### src/rtl/display_scheduler.sv
// Frame-synchronous owner arbitration and digit scan for the 8-digit 7-segment display.
// Optional blank interval at each slot start is compiled in when DISPLAY_SCHED_BLANK_EN is defined.
module display_scheduler #(
    parameter int unsigned SCAN_DIV     = 50000,
    parameter int unsigned BLANK_CYCLES = 500,
    parameter int unsigned HOLD_FRAMES  = 250
) (
    input  logic        CLK,
    input  logic        RESETN,
    input  logic [31:0] A_DATA,
    input  logic [7:0]  A_EN,
    input  logic        B_REQ,
    input  logic [31:0] B_DATA,
    input  logic [7:0]  B_EN,
    output logic        B_GNT,
    output logic        OWNER,
    output logic [3:0]  DIGIT_DATA,
    output logic [7:0]  DIGIT,
    output logic        FRAME_TICK
);

    localparam int unsigned PW = (SCAN_DIV > 1) ? $clog2(SCAN_DIV) : 1;
    localparam int unsigned HW = $clog2(HOLD_FRAMES + 1);
    localparam logic [PW-1:0] PRE_LAST = PW'(SCAN_DIV - 1);
    localparam logic [HW-1:0] HOLD_MAX = HW'(HOLD_FRAMES);
    localparam logic [HW-1:0] HOLD_M1  = HW'(HOLD_FRAMES - 1);
`ifdef DISPLAY_SCHED_BLANK_EN
    localparam logic [PW-1:0] BLANK_START = PW'(BLANK_CYCLES);
`endif

    typedef enum logic [1:0] {
        IDLE_A  = 2'd0,
        PEND_B  = 2'd1,
        OWN_B   = 2'd2,
        RELEASE = 2'd3
    } state_t;

    logic [PW-1:0] pre_r;
    logic [PW-1:0] pre_nxt_s;
    logic [2:0]    slot_r;
    logic [2:0]    slot_nxt_s;
    logic          boundary_s;
    state_t        state_r;
    state_t        state_nxt_s;
    logic [HW-1:0] hold_r;
    logic [HW-1:0] hold_nxt_s;
    logic          hold_done_s;
    logic          owner_nxt_s;
    logic [31:0]   sel_data_s;
    logic [7:0]    sel_en_s;
    logic          lit_s;
    logic [7:0]    digit_nxt_s;
    logic [3:0]    nib_nxt_s;
    logic          tick_nxt_s;
    logic          gnt_r;
    logic [3:0]    nib_r;
    logic [7:0]    digit_r;
    logic          tick_r;

    // Prescaler and slot index advance.
    always_comb begin
        pre_nxt_s  = pre_r;
        slot_nxt_s = slot_r;
        if (pre_r == PRE_LAST) begin
            pre_nxt_s  = '0;
            slot_nxt_s = slot_r + 3'd1;
        end else begin
            pre_nxt_s  = pre_r + PW'(1);
            slot_nxt_s = slot_r;
        end
    end

    assign boundary_s = (pre_r == PRE_LAST) && (slot_r == 3'd7);

    // Hold is judged against the count this boundary would produce, so B
    // is released after exactly HOLD_FRAMES owned frames.
    assign hold_done_s = (hold_r == HOLD_MAX) || (boundary_s && (hold_r == HOLD_M1));

    // Ownership next-state and hold counter.
    always_comb begin
        state_nxt_s = state_r;
        hold_nxt_s  = hold_r;
        case (state_r)
            IDLE_A: begin
                if (B_REQ && boundary_s) begin
                    state_nxt_s = OWN_B;
                    hold_nxt_s  = '0;
                end else if (B_REQ) begin
                    state_nxt_s = PEND_B;
                end else begin
                    state_nxt_s = IDLE_A;
                end
            end
            PEND_B: begin
                if (boundary_s) begin
                    state_nxt_s = OWN_B;
                    hold_nxt_s  = '0;
                end else begin
                    state_nxt_s = PEND_B;
                end
            end
            OWN_B: begin
                if (boundary_s && (hold_r != HOLD_MAX)) begin
                    hold_nxt_s = hold_r + HW'(1);
                end else begin
                    hold_nxt_s = hold_r;
                end
                if (!B_REQ && hold_done_s) begin
                    state_nxt_s = boundary_s ? IDLE_A : RELEASE;
                end else begin
                    state_nxt_s = OWN_B;
                end
            end
            RELEASE: begin
                if (B_REQ) begin
                    state_nxt_s = OWN_B;
                end else if (boundary_s) begin
                    state_nxt_s = IDLE_A;
                end else begin
                    state_nxt_s = RELEASE;
                end
            end
            default: begin
                state_nxt_s = IDLE_A;
                hold_nxt_s  = '0;
            end
        endcase
    end

    // Output values are built from next-cycle counters so the registered
    // outputs line up with the counter/state values of the same cycle.
    always_comb begin
        owner_nxt_s = (state_nxt_s == OWN_B) || (state_nxt_s == RELEASE);
        sel_data_s  = owner_nxt_s ? B_DATA : A_DATA;
        sel_en_s    = owner_nxt_s ? B_EN : A_EN;
        nib_nxt_s   = sel_data_s[{slot_nxt_s, 2'b00} +: 4];
`ifdef DISPLAY_SCHED_BLANK_EN
        lit_s       = sel_en_s[slot_nxt_s] && (pre_nxt_s >= BLANK_START);
`else
        lit_s       = sel_en_s[slot_nxt_s];
`endif
        digit_nxt_s = lit_s ? ~(8'd1 << slot_nxt_s) : 8'hFF;
        tick_nxt_s  = (pre_nxt_s == PRE_LAST) && (slot_nxt_s == 3'd7);
    end

    // Counter and ownership state registers.
    always_ff @(posedge CLK or negedge RESETN) begin
        if (!RESETN) begin
            pre_r   <= '0;
            slot_r  <= 3'd0;
            state_r <= IDLE_A;
            hold_r  <= '0;
        end else begin
            pre_r   <= pre_nxt_s;
            slot_r  <= slot_nxt_s;
            state_r <= state_nxt_s;
            hold_r  <= hold_nxt_s;
        end
    end

    // Registered display outputs.
    always_ff @(posedge CLK or negedge RESETN) begin
        if (!RESETN) begin
            gnt_r   <= 1'b0;
            nib_r   <= 4'h0;
            digit_r <= 8'hFF;
            tick_r  <= 1'b0;
        end else begin
            gnt_r   <= owner_nxt_s;
            nib_r   <= nib_nxt_s;
            digit_r <= digit_nxt_s;
            tick_r  <= tick_nxt_s;
        end
    end

    assign B_GNT      = gnt_r;
    assign OWNER      = gnt_r;
    assign DIGIT_DATA = nib_r;
    assign DIGIT      = digit_r;
    assign FRAME_TICK = tick_r;

endmodule

### config.mk
export PLATFORM = sky130hd
export DESIGN_NAME = display_scheduler
export DESIGN_NICKNAME = d
export VERILOG_FILES = /design/src/rtl/display_scheduler.sv
export SDC_FILE = /design/constraint.sdc
export NUM_CORES = 1
export LEC_CHECK = 0
export BUFFER_PORTS_ARGS = -buffer_cell sky130_fd_sc_hd__buf_2
export CAP_MARGIN = 0
export CORE_UTILIZATION = 52
export CTS_BUF_LIST = sky130_fd_sc_hd__clkbuf_4 sky130_fd_sc_hd__clkbuf_8
export CTS_CLUSTER_DIAMETER = 200
export DETAILED_ROUTE_END_ITERATION = 8
export PLACE_DENSITY = 0.82
export RECOVER_POWER = 25
export SLEW_MARGIN = 20
export SYNTH_ARGS = -nofsm -noshare
export SYNTH_HDL_FRONTEND = slang
export SYNTH_SLANG_ARGS = --single-unit
### constraint.sdc
create_clock -name CLK -period 3.3 [get_ports CLK]
set_input_delay 0.165 -clock CLK [delete_from_list [all_inputs] [get_ports CLK]]
set_output_delay 0.165 -clock CLK [all_outputs]
set_load 0.02 [all_outputs]
==> summary.md <==
| Metric | Value |
|---|---|
| Status | `finished with violations` |
| Failing checks | `max-capacitance violations, max-slew violations` |
| DRT iter0 DRCs | `about 80` |
| Sink Count | `43` |
| Slew @ Worst Pin | `2190 ps` |
| Arrival time worst endpoint | `approximately 3300 ps` |
| CTS resizes | `0` |
| Worst Reg2Reg Path Length in Cells | `8` |
| # hold bufs at CTS | `0` |
| CTS buffer count | `5` |
| Final min period | `3070 ps` |
| Worst vdd ir | `just over 0.2 mV` |
| Power Density | `about 300 nW/um^2` |
| FF/Latch Area | `1090 sq um` |
| Number of global-route vias before repair | `about 2.4k` |
| Final Wtd Congestion | `between 0.8 and 0.9` |
| Kind of critical path | `reg -> reg` |
| DIE HEIGHT | `between 70 and 80 um` |
| Routed WL | `about 6500 um` |
| Area of the multi-input gates | `around 1600 sq um` |
| H-Tree Depth | `2` |
| Hold path depth | `2` |
| Drt pass-1 iters | `6` |
| Leakage | `1.54 nW` |
| Root Buffer Master | `clkbuf_8` |
| # IOs | `98` |
| Worst setup path startpoint | `pre_r[11]$_DFF_PN0_` |
| RSZ-0062 raised after global routing | `no` |
| CP peak stage delay | `470 ps` |
| Drt drc | `0` |
| Synth top area share | `31.9%` |
| Clock latency at the later pin of the worst-skew pair | `300 ps` |
| Total grt overflow | `0` |
| Row count | `26` |
| Worst clock skew | `6.45 ps` |
| CTS max path bufs | `2` |
| Pwr Total | `1.03 mW` |
| Fraction of layout cells with a size suffix above 1 | `36.6%` |
| Flip-flop and latch count after synthesis | `43` |
| Post-route clock period utilization | `93.1%` |
| Hold_sp | `B_REQ` |
| Worst path slowest cell | `xor2_4` |
| PortBufs | `97` |
| Drt wl/cell | `14.8 um` |
| CP Capture Type | `register` |
| Synth async-reset ratio | `100%` |
| ANT cells | `0` |
| Hold Vio Cnt, Final | `0` |
| Core ar. | `5110 sq um` |
| Reg2reg end | `FRAME_TICK$_DFF_PN0_` |
| Setup TNS | `0 ps` |
| Initial antenna violation count | `0` |
| Layout Area Growth over Synthesis | `24.4%` |
| Worst R2R Setup Slack | `approximately 230 ps` |
| CTS tree | `done` |
| Setup crit start kind | `register` |
| Clk slew on worst S/H paths | `80 ps` |
| Fmax | `325 MHz` |
| Post-synthesis instance total | `272` |
| Ys Warns | `0` |
| Initial Util | `53.8%` |
| Slew margin rel. | `-46.3%` |
| WP data required | `between 3000 and 4000 ps` |
| Mapped Area | `2750 sq um` |
| Fillers | `410` |
| Setup Fix Bufs, Post-CTS | `0` |
| Max Cap Viol | `1` |
| Worst R2R Start | `pre_r[11]$_DFF_PN0_` |
| Number of nets in the layout | `460` |
| Syn_nets | `361` |
| Total vias in the final route | `2486` |
| DP HPWL | `5050 um` |
| Worst Path Buf+Inv | `0` |
| First-pass GRT wire length | `10400 um` |
| Synth Flop Type | `dfrtp_1` |
| Final setup fails | `0` |
| Crit-path max FO | `19` |
| Syn Area/Cell | `10.1 sq um` |
| Synth area leader | `dfrtp_1` |
| Vias per Instance | `about 5.6` |
| Die Area | `5580 sq um` |
| Seq/Total Area, Yosys | `39.5%` |
| Final count of pins violating max slew | `44` |
| Top delay family on crit path | `simple AND/OR/NAND/NOR gates` |
| Crit-path cells | `or3_4, nor4_4, and2_4, xor2_4, and2_1, nand4_1, nor4_1, and4_1` |
| Synth area leaders | `dfrtp_1 32%, dfstp_2 7.7%, mux4_1 5.7%` |
| Largest net degree at the start of global routing | `44` |
| Routed Antenna Nets | `0` |
| Most common cell in the netlist | `dfrtp_1` |
| Hold EP | `state_r[0]$_DFF_PN0_` |
| Number of distinct library cells after synthesis | `between 50 and 60` |
| Die X | `74.7 um` |
| Commonest cells post-synth | `35 x dfrtp_1, 31 x nand2_1, 23 x nor2_1` |
| Hold Path Class | `in -> reg` |
| Number of enable flip-flop cells after synthesis | `0` |
| Global-route usage over all layers | `25.0%` |
## placed cells by master, fill, tap and decap left out, types with 9 or more instances in the layout
cell type	count
buf_2	96
buf_4	9
dfrtp_1	35
mux2i_1	15
nand2_1	31
nand3_1	17
nor2_1	23
o21ai_0	13
xor2_1	10
## kinds of logic (layout without fill, tap and decap cells)
family | after synthesis | after routing | synth area share (%)
AOI/OAI and AO/OA | 52 | 52 | 12.8
xor gates and xnor gates | 14 | 14 | 5.15
adders and majority gates | 6 | 6 | 2.73
buffers and inverters | 18 | 118 | 3.87
DFF | 43 | 43 | 39.5
muxes | 29 | 29 | 15.3
and+or+nand+nor | 110 | 110 | 20.6
## routing by layer
metal	GRT usage, %	routed length (um)
met1	30.9	2660
met2	42.5	3370
met3	4.02	369
met4	12.8	144
met5	0	0
## metrics by stage
step / util, % / worst slack (ps) / area, sq um / cells / hold WS [ps]
final: 66.9 / 227 / 3420 / 442 / 123
after global routing: 66.9 / 32.3 / 3420 / 442 / 137
after CTS: 66.9 / 243 / 3420 / 442 / 27.0
after detailed placement: 64.7 / 261 / 3310 / 434 / 349
after global placement: 64.7 / 305 / 3310 / 434 / 356
after floorplan: - / 563 / 2750 / 272 / -131
## report_power, final
part	internal, mW	total, mW	leakage, nW	switching, mW
Clock	0.225	0.410	0.0581	0.184
Sequential	0.530	0.532	0.544	0.00110
Combinational	0.0511	0.0898	0.935	0.0387
Total	0.807	1.03	1.54	0.224
## worst register-to-register path, stage by stage, from the launching register on
cell and delay, ps:
dfrtp_1 450, or3_4 430, nor4_4 310, and2_4 350, xor2_4 480, and2_1 310, nand4_1 160, nor4_1 300
and4_1 230
## flip-flops by register name, summed over array words and instances (netlist names)
signal and count:
B_GNT 1, DIGIT 8, DIGIT_DATA 4, FRAME_TICK 1, hold_r 8, pre_r 16, slot_r 3, state_r 2
## worst max path at each step
stage                     depth (start not counted)  slack, ps                       to
after floorplan                                  11        560  DIGIT_DATA[2]$_DFF_PN0_
after global placement                            8        300     FRAME_TICK$_DFF_PN0_
after detailed placement                          8        260     FRAME_TICK$_DFF_PN0_
after CTS                                         8        240     FRAME_TICK$_DFF_PN0_
after global routing                              8         30     FRAME_TICK$_DFF_PN0_
final                                             8        230     FRAME_TICK$_DFF_PN0_
## final cells by class
type / instances / share of cell area, %
tap: 70 / 2.56
clock inverter: 3 / 1.28
inverter: 4 / 0.513
clock buffer: 5 / 2.01
sequential: 43 / 31.8
multi-input combinational: 211 / 45.7
timing repair buffer: 106 / 16.1
Note: power is estimated with default switching activity, not from simulation.
